## src/rtl/gate_sweep_eval.sv

```systemverilog
// Sweeps every N-bit input vector through X = IN[N-1] & ~^IN[N-2:0] and captures the truth table and ones count.
// Optional first-mismatch checker against an expected table: define GATE_SWEEP_MISMATCH_CHECK_EN.
module gate_sweep_eval #(
    parameter int N           = 3,
    parameter int STEP_CYCLES = 1
) (
    input  logic              clk,
    input  logic              rstn,
    input  logic              start,
    input  logic              abort,
`ifdef GATE_SWEEP_MISMATCH_CHECK_EN
    input  logic [2**N-1:0]   exp_tt,
    output logic              mismatch,
    output logic [N-1:0]      fail_idx,
`endif
    output logic [N-1:0]      vec,
    output logic              x_out,
    output logic              valid,
    output logic              busy,
    output logic              done,
    output logic [2**N-1:0]   tt,
    output logic [N:0]        ones_cnt
);

    localparam int NV = 2**N;
    localparam int HW = (STEP_CYCLES > 1) ? $clog2(STEP_CYCLES) : 1;
    localparam logic [HW-1:0] HOLD_LAST = HW'(STEP_CYCLES - 1);
    localparam logic [N-1:0]  VEC_LAST  = '1;

    typedef enum logic [1:0] {IDLE, RUN, FIN} state_t;

    state_t          state_reg, state_next;
    logic [N-1:0]    vec_reg;
    logic [HW-1:0]   hold_reg;
    logic [NV-1:0]   tt_reg, tt_next;
    logic [N:0]      ones_reg;
    logic            accept;
    logic            sample;

    // ABORT beats START in IDLE, and discards the sample due on its edge in RUN.
    assign accept = (state_reg == IDLE) && start && !abort;
    assign sample = valid && !abort;

    assign x_out    = vec_reg[N-1] & ~(^vec_reg[N-2:0]);
    assign vec      = vec_reg;
    assign tt       = tt_reg;
    assign ones_cnt = ones_reg;

    always_ff @(posedge clk) begin
        if (!rstn) begin
            state_reg <= IDLE;
        end else begin
            state_reg <= state_next;
        end
    end

    always_comb begin
        state_next = state_reg;
        case (state_reg)
            IDLE:    if (accept) state_next = RUN;
            RUN: begin
                if (abort) begin
                    state_next = IDLE;
                end else if (valid && (vec_reg == VEC_LAST)) begin
                    state_next = FIN;
                end
            end
            FIN:     state_next = IDLE;
            default: state_next = IDLE;
        endcase
    end

    always_comb begin
        busy  = (state_reg == RUN);
        done  = (state_reg == FIN);
        valid = (state_reg == RUN) && (hold_reg == HOLD_LAST);
    end

    // Each truth-table bit owns its own write-enable decode.
    for (genvar gi = 0; gi < NV; gi++) begin : g_tt
        localparam logic [N-1:0] IDX = N'(gi);
        assign tt_next[gi] = accept ? 1'b0 :
                             (sample && (vec_reg == IDX)) ? x_out : tt_reg[gi];
    end

    always_ff @(posedge clk) begin
        if (!rstn) begin
            tt_reg <= '0;
        end else begin
            tt_reg <= tt_next;
        end
    end

    always_ff @(posedge clk) begin
        if (!rstn) begin
            vec_reg  <= '0;
            hold_reg <= '0;
            ones_reg <= '0;
        end else if (accept) begin
            vec_reg  <= '0;
            hold_reg <= '0;
            ones_reg <= '0;
        end else if ((state_reg == RUN) && !abort) begin
            if (valid) begin
                hold_reg <= '0;
                ones_reg <= ones_reg + {{N{1'b0}}, x_out};
                if (vec_reg != VEC_LAST) begin
                    vec_reg <= vec_reg + 1'b1;
                end
            end else begin
                hold_reg <= hold_reg + 1'b1;
            end
        end
    end

`ifdef GATE_SWEEP_MISMATCH_CHECK_EN
    logic          mismatch_reg;
    logic [N-1:0]  fail_idx_reg;

    // Only the first disagreement of a sweep records its index.
    always_ff @(posedge clk) begin
        if (!rstn) begin
            mismatch_reg <= 1'b0;
            fail_idx_reg <= '0;
        end else if (accept) begin
            mismatch_reg <= 1'b0;
            fail_idx_reg <= '0;
        end else if (sample && (x_out != exp_tt[vec_reg])) begin
            mismatch_reg <= 1'b1;
            if (!mismatch_reg) begin
                fail_idx_reg <= vec_reg;
            end
        end
    end

    assign mismatch = mismatch_reg;
    assign fail_idx = fail_idx_reg;
`endif

endmodule

```

## config.mk

```make
export PLATFORM = sky130hd
export DESIGN_NAME = gate_sweep_eval
export DESIGN_NICKNAME = d
export VERILOG_FILES = /design/src/rtl/gate_sweep_eval.sv
export SDC_FILE = /design/constraint.sdc
export NUM_CORES = 1
export LEC_CHECK = 0
export BUFFER_PORTS_ARGS = -buffer_cell sky130_fd_sc_hd__buf_2
export CAP_MARGIN = 30
export CORE_MARGIN = 2
export CORE_UTILIZATION = 30
export CTS_CLUSTER_DIAMETER = 100
export DETAILED_ROUTE_END_ITERATION = 10
export SYNTH_ARGS = -nofsm -noshare
export SYNTH_HDL_FRONTEND = slang
export SYNTH_SLANG_ARGS = --single-unit
export TNS_END_PERCENT = 50
```

## constraint.sdc

```tcl
create_clock -name clk -period 5.5 [get_ports clk]
set_input_delay 0.825 -clock clk [delete_from_list [all_inputs] [get_ports clk]]
set_output_delay 0.825 -clock clk [all_outputs]
set_load 0.005 [all_outputs]
```

==> flow_metrics.env <==
export IMPL_status="finished clean"
export IMPL_r2r_end="ones_cnt[2]$_SDFFE_PP0P_"
export IMPL_first_global_vias=594
export IMPL_placementRows=18
export IMPL_power_per_cell_area_mw_per_mm2=227.8
export IMPL_layout_min_cycle_time_ps=2420
export IMPL_drt_pass1_iter_count=4
export IMPL_count_of_flip_flops_with_a_built_in_enable_after_synthesis=0
export IMPL_htree_levels=1
export IMPL_synth_lib_cells_used_distinct=22
export IMPL_detail_route_wirelength_um=1737
export IMPL_post_route_cells_drive_above_1_share=0.2522
export IMPL_crit_path_start_kind="flop"
export IMPL_die_width_um=56.27
export IMPL_detail_route_vias_per_cell=5.138
export IMPL_fp_dieArea_mm2=0.003166
export IMPL_synth_nets=103
export IMPL_final_common_cell="sky130_fd_sc_hd__buf_2"
export IMPL_cts_hold_repair_buffers=0
export IMPL_final_setup_worst_slack_ps=3080
export IMPL_hold_start="tt[2]$_SDFFE_PP0P_"
export IMPL_placement_setup_worst_slack_ps=3231
export IMPL_timing_hold_violations_final=0
export IMPL_route_detailed_drc=0
export IMPL_design_final_nets=128
export IMPL_maxSlewViolCount=0
export IMPL_final_min_period_over_clock_period=0.4399
export IMPL_yosysWarningCount=0
export IMPL_crit_start="vec[0]$_SDFFE_PP0P_"
export IMPL_ys_top_cells_by_area="sky130_fd_sc_hd__dfxtp_1 44%, sky130_fd_sc_hd__ha_1 12%, sky130_fd_sc_hd__a21oi_1 7.3%"
export IMPL_die_h_um=56.27
export IMPL_cp_endpoint="x_out"
export IMPL_final_setup_skew_ps=4.427
export IMPL_cp_data_required_time_ps=4680
export IMPL_setup_worst_path_class="flop to primary output"
export IMPL_gp_congestion=0.7652
export IMPL_timing_worst_slew_pin_value_ps=678.3
export IMPL_synth_top_cell_by_area="sky130_fd_sc_hd__dfxtp_1"
export IMPL_grt_start_max_net_pins=14
export IMPL_maxCapViolCount=0
export IMPL_ff_to_ff_start="vec[0]$_SDFFE_PP0P_"
export IMPL_ys_seq_elements=18
export IMPL_hpwlAfterDp_um=1254
export IMPL_diodes=0
export IMPL_grt_first_pass_wirelength_um=2801
export IMPL_cp_data_arrival_time_ps=1590
export IMPL_setup_violators_final=0
export IMPL_core_area_mm2=0.002522
export IMPL_gr_total_overflow=0
export IMPL_ctsLongestPathBuffers=2
export IMPL_grt_setup_unrepaired="no"
export IMPL_io_pins=23
export IMPL_largest_register_ffs=8
export IMPL_cts_num_sinks=18
export IMPL_initial_utilization=0.3249
export IMPL_postCtsResizedCells=0
export IMPL_cts_post_setup_buffers_inserted=0
export IMPL_cellLeakagePower_nw=0.4388
export IMPL_hold_path_class="flop to flop"
export IMPL_drt_initial_drc_count=6
export IMPL_synthesis_to_layout_area_growth_pct=21.68
export IMPL_ff2ff_path_depth=8
export IMPL_antenna_left=0
export IMPL_syn_inst=91
export IMPL_synth_sequential_area_ratio=0.4397
export IMPL_grt_antenna_before_repair=0
export IMPL_synth_avg_cell_area_um2=9.006
export IMPL_reg2reg_setup_slack_ps=3430
export IMPL_timing_max_slew_rel_slack=0.5467
export IMPL_cts_tree="yes"
export IMPL_setup_tns_ps=0
export IMPL_worstSetupEndpointType="primary output"
export IMPL_avgRoutedWirePerCell_um=11.98
export IMPL_netlist_area_um2=819.5
export IMPL_clock_buffer_count_from_cts=3
export IMPL_fmax_mhz=413.3
export IMPL_yosys_most_used_dff="sky130_fd_sc_hd__dfxtp_1"
export IMPL_via_count=745
export IMPL_synth_top_cell_area_share=0.4397
export IMPL_irDropWorstVdd_mv=0.1425
export IMPL_track_usage=0.1110
export IMPL_place_port_buffers=22
export IMPL_insertion_delay_ps=300
export IMPL_cts_clk_slew_worst_paths_ps=100
export IMPL_cts_root_buffer_cell="sky130_fd_sc_hd__clkbuf_4"
export IMPL_synth_async_sr_flop_share=0
export IMPL_timing_critical_path_fanout_max=5
export IMPL_most_common_layout_cells="22 x sky130_fd_sc_hd__buf_2, 18 x sky130_fd_sc_hd__dfxtp_1, 12 x sky130_fd_sc_hd__a21oi_1"
## worst max-delay path: stages, from the launching register on
cell and delay (ps):
sky130_fd_sc_hd__dfxtp_1 420, sky130_fd_sc_hd__inv_1 100, sky130_fd_sc_hd__ha_1 330, sky130_fd_sc_hd__nor2b_1 270
sky130_fd_sc_hd__buf_2 170
## cells in the mapped netlist (all sizes together), types with 3 or more instances
| master | n |
|---|---|
| dfxtp | 18 |
| a21oi | 12 |
| ha | 8 |
| nand3 | 8 |
| o21ai | 8 |
| inv | 7 |
| nand2 | 5 |
| a311oi | 4 |
| a31oi | 3 |
| nor2 | 3 |
## power breakdown
part           switching, mW  leakage, nW  total, mW  internal [mW]
clock                 0.0417       0.0210     0.0821         0.0404
sequential           0.00135        0.145      0.132          0.131
combinational        0.00807        0.273     0.0126        0.00455
total                 0.0512        0.439      0.227          0.176
## kinds of logic after synthesis
| kind of cell | synth area share |
|---|---|
| buffers and inverters | 0.04886 |
| adder cells (fa/ha/maj) | 0.1221 |
| flip-flops | 0.4397 |
| AND/OR/NAND/NOR | 0.2015 |
| AO/OA/AOI/OAI | 0.1878 |
## layer usage
layer | global-route usage | share of wire | wire length, µm | vias to the layer above
met2 | 0.1529 | 0.45 | 774 | 18
met5 | 0 | 0 | 0 | -
met1 | 0.1531 | 0.49 | 845 | 349
met3 | 0.04608 | 0.056 | 97 | 2
met4 | 0.04082 | 0.011 | 19 | 0
li1 | - | - | - | 376
## layout make-up
type	count	area, µm²
clock buffers	4	36.28
fillers	271	1525
inverters	7	26.28
multi-input cells	63	419.2
flip-flops and latches	18	360.3
well taps	30	37.54
repair buffers	23	117.6
## metrics by stage
stage	area [µm²]	util	instances	total power, mW	hold WS (ps)
floorplan	819.5	-	91	0.1428	440.7
global placement	953.4	0.3780	140	0.1475	434.2
detailed placement	960.9	0.3810	141	0.1481	434.4
CTS	997.2	0.3953	145	0.2296	450.2
global route	997.2	0.3953	145	0.2393	471.4
finish	997.2	0.3953	145	0.2272	447.4
## worst min path at each step
stage	to	slack, ps	depth (start not counted)
after detailed placement	tt[2]$_SDFFE_PP0P_	430	2
after global placement	tt[2]$_SDFFE_PP0P_	430	2
final	tt[2]$_SDFFE_PP0P_	450	2
after global routing	tt[2]$_SDFFE_PP0P_	470	2
after CTS	tt[2]$_SDFFE_PP0P_	450	2
after floorplan	tt[0]$_SDFFE_PP0P_	440	2
Power figures use the tool's default switching activity.
